File: src/rtl/wide_add_pkg.sv
// Shared types and sizing helpers for the nibble-serial wide adder.
package wide_add_pkg;

  typedef enum logic [1:0] {
    IDLE,
    RUN,
    DONE
  } state_e;

  localparam int unsigned NIB_W = 4;

  function automatic int unsigned nib_count(input int unsigned width);
    return width / NIB_W;
  endfunction

  // Index width is ceil(log2(NIB)), never below one bit.
  function automatic int unsigned idx_width(input int unsigned width);
    int unsigned n;
    int unsigned w;
    n = nib_count(width);
    w = 1;
    while ((32'd1 << w) < n) w++;
    return w;
  endfunction

endpackage

File: src/rtl/add4_slice.sv
// 4-bit ripple adder slice; exposes every internal carry for overflow detection.
module add4_slice
  import wide_add_pkg::*;
(
  input  logic [NIB_W-1:0] a,
  input  logic [NIB_W-1:0] b,
  input  logic             cin,
  output logic [NIB_W-1:0] sum,
  output logic [NIB_W-1:0] cout
);

  logic carry;

  always_comb begin
    sum   = '0;
    cout  = '0;
    carry = cin;
    for (int unsigned i = 0; i < NIB_W; i++) begin
      sum[i]  = a[i] ^ b[i] ^ carry;
      cout[i] = (a[i] & b[i]) | (carry & (a[i] ^ b[i]));
      carry   = cout[i];
    end
  end

endmodule

File: src/rtl/wide_add_seq.sv
// WIDTH-bit add/subtract sequenced through one 4-bit slice, LSB nibble first,
// with valid/ready handshakes on operands and result.
module wide_add_seq
  import wide_add_pkg::*;
#(
  parameter int unsigned WIDTH = 16
) (
  input  logic             clk,
  input  logic             rst,
  input  logic             in_valid,
  output logic             in_ready,
  input  logic [WIDTH-1:0] a,
  input  logic [WIDTH-1:0] b,
  input  logic             cin,
  input  logic             op_sub,
  output logic             out_valid,
  input  logic             out_ready,
  output logic [WIDTH-1:0] sum,
  output logic             cout,
  output logic             ovf,
  output logic             busy
);

  localparam int unsigned NIB  = nib_count(WIDTH);
  localparam int unsigned IDXW = idx_width(WIDTH);
  localparam logic [IDXW-1:0] IDX_LAST = IDXW'(NIB - 1);

  state_e            state_q;
  logic [IDXW-1:0]   idx_q;
  logic [WIDTH-1:0]  a_q;
  logic [WIDTH-1:0]  b_q;
  logic              c_q;
  logic [WIDTH-1:0]  acc_q;
  logic [WIDTH-1:0]  acc_d;
  logic [WIDTH-1:0]  sum_q;
  logic              cout_q;
  logic              ovf_q;
  logic              out_valid_q;
  logic              busy_q;

  logic [NIB_W-1:0]  a_nib;
  logic [NIB_W-1:0]  b_nib;
  logic [NIB_W-1:0]  s_sum;
  logic [NIB_W-1:0]  s_cout;

  always_comb begin
    a_nib = '0;
    b_nib = '0;
    for (int unsigned i = 0; i < NIB; i++) begin
      if (idx_q == IDXW'(i)) begin
        a_nib = a_q[i*NIB_W +: NIB_W];
        b_nib = b_q[i*NIB_W +: NIB_W];
      end
    end
  end

  add4_slice u_slice (
    .a    (a_nib),
    .b    (b_nib),
    .cin  (c_q),
    .sum  (s_sum),
    .cout (s_cout)
  );

  // Working accumulator is separate from sum_q so the visible result stays
  // frozen until the next completion.
  always_comb begin
    acc_d = acc_q;
    for (int unsigned i = 0; i < NIB; i++) begin
      if (idx_q == IDXW'(i)) acc_d[i*NIB_W +: NIB_W] = s_sum;
    end
  end

  always_ff @(posedge clk) begin
    if (rst) begin
      state_q     <= IDLE;
      idx_q       <= '0;
      a_q         <= '0;
      b_q         <= '0;
      c_q         <= 1'b0;
      acc_q       <= '0;
      sum_q       <= '0;
      cout_q      <= 1'b0;
      ovf_q       <= 1'b0;
      out_valid_q <= 1'b0;
      busy_q      <= 1'b0;
    end else begin
      case (state_q)
        IDLE: begin
          if (in_valid) begin
            a_q     <= a;
            b_q     <= op_sub ? ~b : b;
            c_q     <= op_sub ? 1'b1 : cin;
            acc_q   <= '0;
            idx_q   <= '0;
            busy_q  <= 1'b1;
            state_q <= RUN;
          end
        end
        RUN: begin
          acc_q <= acc_d;
          c_q   <= s_cout[NIB_W-1];
          if (idx_q == IDX_LAST) begin
            sum_q       <= acc_d;
            cout_q      <= s_cout[NIB_W-1];
            ovf_q       <= s_cout[NIB_W-1] ^ s_cout[NIB_W-2];
            out_valid_q <= 1'b1;
            state_q     <= DONE;
          end else begin
            idx_q <= idx_q + 1'b1;
          end
        end
        DONE: begin
          if (out_ready) begin
            out_valid_q <= 1'b0;
            busy_q      <= 1'b0;
            state_q     <= IDLE;
          end
        end
        default: state_q <= IDLE;
      endcase
    end
  end

  assign in_ready  = (state_q == IDLE) && !rst;
  assign out_valid = out_valid_q;
  assign sum       = sum_q;
  assign cout      = cout_q;
  assign ovf       = ovf_q;
  assign busy      = busy_q;

endmodule
File: config.mk
export PLATFORM = sky130hd
export DESIGN_NAME = wide_add_seq
export DESIGN_NICKNAME = d
export VERILOG_FILES = /design/src/rtl/wide_add_pkg.sv /design/src/rtl/add4_slice.sv /design/src/rtl/wide_add_seq.sv
export SDC_FILE = /design/constraint.sdc
export NUM_CORES = 1
export LEC_CHECK = 0
export BUFFER_PORTS_ARGS = -buffer_cell sky130_fd_sc_hd__buf_2
export CAP_MARGIN = 10
export CORE_ASPECT_RATIO = 1.25
export CORE_MARGIN = 5
export CORE_UTILIZATION = 55
export DETAILED_ROUTE_END_ITERATION = 6
export PLACE_DENSITY = 0.84
export SKIP_CTS_REPAIR_TIMING = 1
export SLEW_MARGIN = 10
export SYNTH_ARGS = -nofsm -noshare
export SYNTH_HDL_FRONTEND = slang
export SYNTH_SLANG_ARGS = --single-unit
File: constraint.sdc
create_clock -name clk -period 6.8 [get_ports clk]
set_input_delay 1.36 -clock clk [delete_from_list [all_inputs] [get_ports clk]]
set_output_delay 1.36 -clock clk [all_outputs]
set_load 0.05 [all_outputs]
==> flow_metrics.py <==
metrics = {
    "outcome": {
        "status": "finished, final reports clean",
    },
    "setup_path": {
        "cp.arrival_ns": 2.35,
        "endpoint_kind": "output pin",
        "worstPathCellList": "buf_2 > buf_4 > nor3_1 > buf_2",
        "critPathRequiredTime_ns": 5.44,
        "startpoint_type": "primary input",
        "crit_top_cell": "buf_2",
        "critPathMaxFanout": 71,
        "critical_path.max_stage_delay_ns": 0.55,
        "critical-path-slowest-cell": "buf_4",
        "criticalPathCategory": "primary input to output pin",
    },
    "cells_and_area": {
        "stdcell_area_um2": 3650,
        "fin_nets": 470,
        "n_antenna_cell": 0,
        "utilization_pct": 63.7,
        "area_delta_synth_final_pct": 14.1,
        "layout-drive-gt1-share_pct": 18.2,
    },
    "placement": {
        "numPortBuffers": 58,
        "postPlaceCellArea_um2": 3430,
        "gp_congestion": 0.810,
        "dp_slack_ns": 3.12,
        "hpwl_um": 4690,
    },
    "global_route": {
        "grt_max_degree": 72,
        "grt_pass1_wl_um": 11800,
        "grtUsageTotal_pct": 20.0,
        "antenna_found_initial": 0,
        "first_global_vias": 2565,
        "overflow": 0,
    },
    "yosys": {
        "ys_seq_area_share_pct": 43.1,
        "yosysMostFrequentCell": "nand2_1",
        "ys.warnings.count": 0,
        "synth_nets": 436,
        "synth_top_family_by_area": "compound AO/OA/AOI/OAI gates",
        "yosysTopAreaCellShare_pct": 43.1,
        "ys.flop_type": "dfxtp_1",
        "yosysUniqueCellTypes": 35,
        "synth_top_cell_by_area": "dfxtp_1",
        "synth_mux_area_share_pct": 1.87,
        "yosys-top-cells-count": "70 x nand2_1, 69 x dfxtp_1, 49 x a21oi_1",
        "synthTopCellsByArea": "dfxtp_1 43%, nand2_1 8.2%, a21oi_1 7.7%",
        "syn_avg_cell_area_um2": 8.22,
        "synth-edff-count": 0,
        "synthSimpleGateAreaFrac_pct": 16.3,
        "synth_compound_area_share_pct": 22.7,
        "synth-async-reset-ratio_pct": 0,
        "synth_fa_ha_area_share_pct": 4.06,
        "syn_inst": 390,
        "synth_seq_cells": 69,
        "syn_area_um2": 3200,
        "synth_xor_area_share_pct": 4.65,
    },
    "clock_network": {
        "h-tree-depth": 3,
        "cts_buffers": 9,
        "clock-root-buffer": "clkbuf_8",
        "clockBufferDepth": 2,
        "clkSlewWorstSetupHoldPaths_ns": 0.07,
        "cts_tree": "done",
        "clock-sinks": 69,
        "worstSkewPairLatency_ns": 0.35,
    },
    "pwr": {
        "p_leak_uw": 0.00141,
        "power.share.clock_pct": 39.3,
        "p_per_area_nw_per_um2": 262,
        "irDropWorstVdd_mv": 0.180,
        "switchingPower_uw": 251,
        "power_frac_seq_pct": 45.7,
        "cell_internal_pwr_uw": 705,
        "power_frac_comb_pct": 15.0,
        "total_power_uw": 956,
        "sw_frac_of_total_pct": 26.2,
    },
    "sta": {
        "finalSetupTns_ns": 0,
        "tightest_slew_ns": 0.965,
        "setup_viol": 0,
        "worst_slack_ns": 3.09,
        "fmax_mhz": 270,
        "fin_skew_ns": 0.0106,
        "hold_violations": 0,
        "finalCritPeriodShare_pct": 54.5,
        "slew_headroom_pct": 35.7,
        "report.final.slew_viol_count": 0,
        "final.min_clock_period_ns": 3.71,
        "rsz0062_at_grt": "false",
    },
    "routing": {
        "drt_pass1_iterations": 4,
        "vias_per_cell": 5.57,
        "route.vias.total": 2756,
        "wl_per_cell_um": 13.9,
        "drt_iter0_drc": 272,
        "drc": 0,
        "drtAntennaViolNets": 0,
        "routed_wl_um": 6900,
    },
    "floorplan": {
        "fp.dieW_um": 78.3,
        "die_y_um": 95.3,
        "pin_count": 59,
        "die_area_um2": 7460,
        "num_rows": 31,
        "start_util_pct": 55.8,
        "core_area_um2": 5740,
    },
    "flow_run": {
        "maxCapViolCount": 0,
    },
    "min_path": {
        "hold_class": "flop to flop",
    },
}
## stage by stage
| step | hold slack [ns] | cells |
|---|---|---|
| 3_3_place_gp | 0.440 | 479 |
| 5_1_grt | 0.473 | 495 |
| 2_1_floorplan | 0.436 | 390 |
| 6_report | 0.452 | 495 |
| 3_5_place_dp | 0.442 | 479 |
| 4_1_cts | 0.452 | 495 |
## logic make-up (layout without fill, tap and decap cells)
| family | after synthesis | in the layout |
|---|---|---|
| AND/OR/NAND/NOR | 121 | 121 |
| AO/OA/AOI/OAI | 115 | 115 |
| flip-flops | 69 | 69 |
| buffers and inverters | 54 | 93 |
| XOR/XNOR | 17 | 17 |
| adder cells (fa/ha/maj) | 8 | 8 |
| multiplexers | 6 | 6 |
## power by group through the flow
stage          Combinational, uW  Sequential (uW)  Clock [uW]
6_report                     143              437         376
5_1_grt                      162              439         400
4_1_cts                      143              436         379
3_5_place_dp                 142              445           0
3_3_place_gp                 137              445           0
2_1_floorplan                106              444           0
## per-layer routing
metal | part of all wire [%] | wire length [um] | global-route usage (%)
met5 | 0 | 0 | 0
met2 | 50 | 3450 | 32.9
met1 | 41 | 2850 | 24.0
met3 | 5.5 | 380 | 3.97
met4 | 3.2 | 219 | 12.4
## worst paths after layout
kind / slack [ns] / to / start / cells past startpoint
worst max-delay path: 3.09 / in_ready / rst / 4
worst min-delay path: 0.45 / sum[8] / sum[8] / 2
worst max register to register: 3.13 / sum[11] / idx_q[0] / 12
worst min register to register: 0.45 / sum[8] / sum[8] / 2
## flip-flops by register name (all words and copies together) (netlist names)
signal,flops
a_q,16
acc_q,12
b_q,16
busy,1
c_q,1
cout,1
idx_q,2
out_valid,1
ovf,1
state_q,2
sum,16
## area by class of cell
type / instances / area [um^2]
clock buffers: 13 / 159
clock inverters: 3 / 67.6
fillers: 493 / 2090
inverters: 17 / 63.8
multi-input cells: 267 / 1600
flip-flops and latches: 69 / 1380
well taps: 66 / 82.6
repair buffers: 60 / 305
## critical path: cells and delay by family
family	cells	cell delay [ns]
buf+inv	3	0.87
simple gates	1	0.08
## placed cells by master (no fill, tap or decap), types with 4 or more instances in the layout
| master | count |
|---|---|
| nand2_1 | 70 |
| dfxtp_1 | 69 |
| buf_2 | 58 |
| a21oi_1 | 49 |
| nor2_1 | 32 |
| a211oi_1 | 25 |
| inv_1 | 17 |
| o21ai_0 | 13 |
| xnor2_1 | 13 |
| clkbuf_8 | 11 |
| o32ai_1 | 9 |
| mux2i_1 | 6 |
| o211ai_1 | 6 |
| nand3_1 | 5 |
| a22oi_1 | 4 |
| a22o_1 | 4 |
| xor2_1 | 4 |
| fa_1 | 4 |
| ha_1 | 4 |
Note: power is estimated with default switching activity, not from simulation.
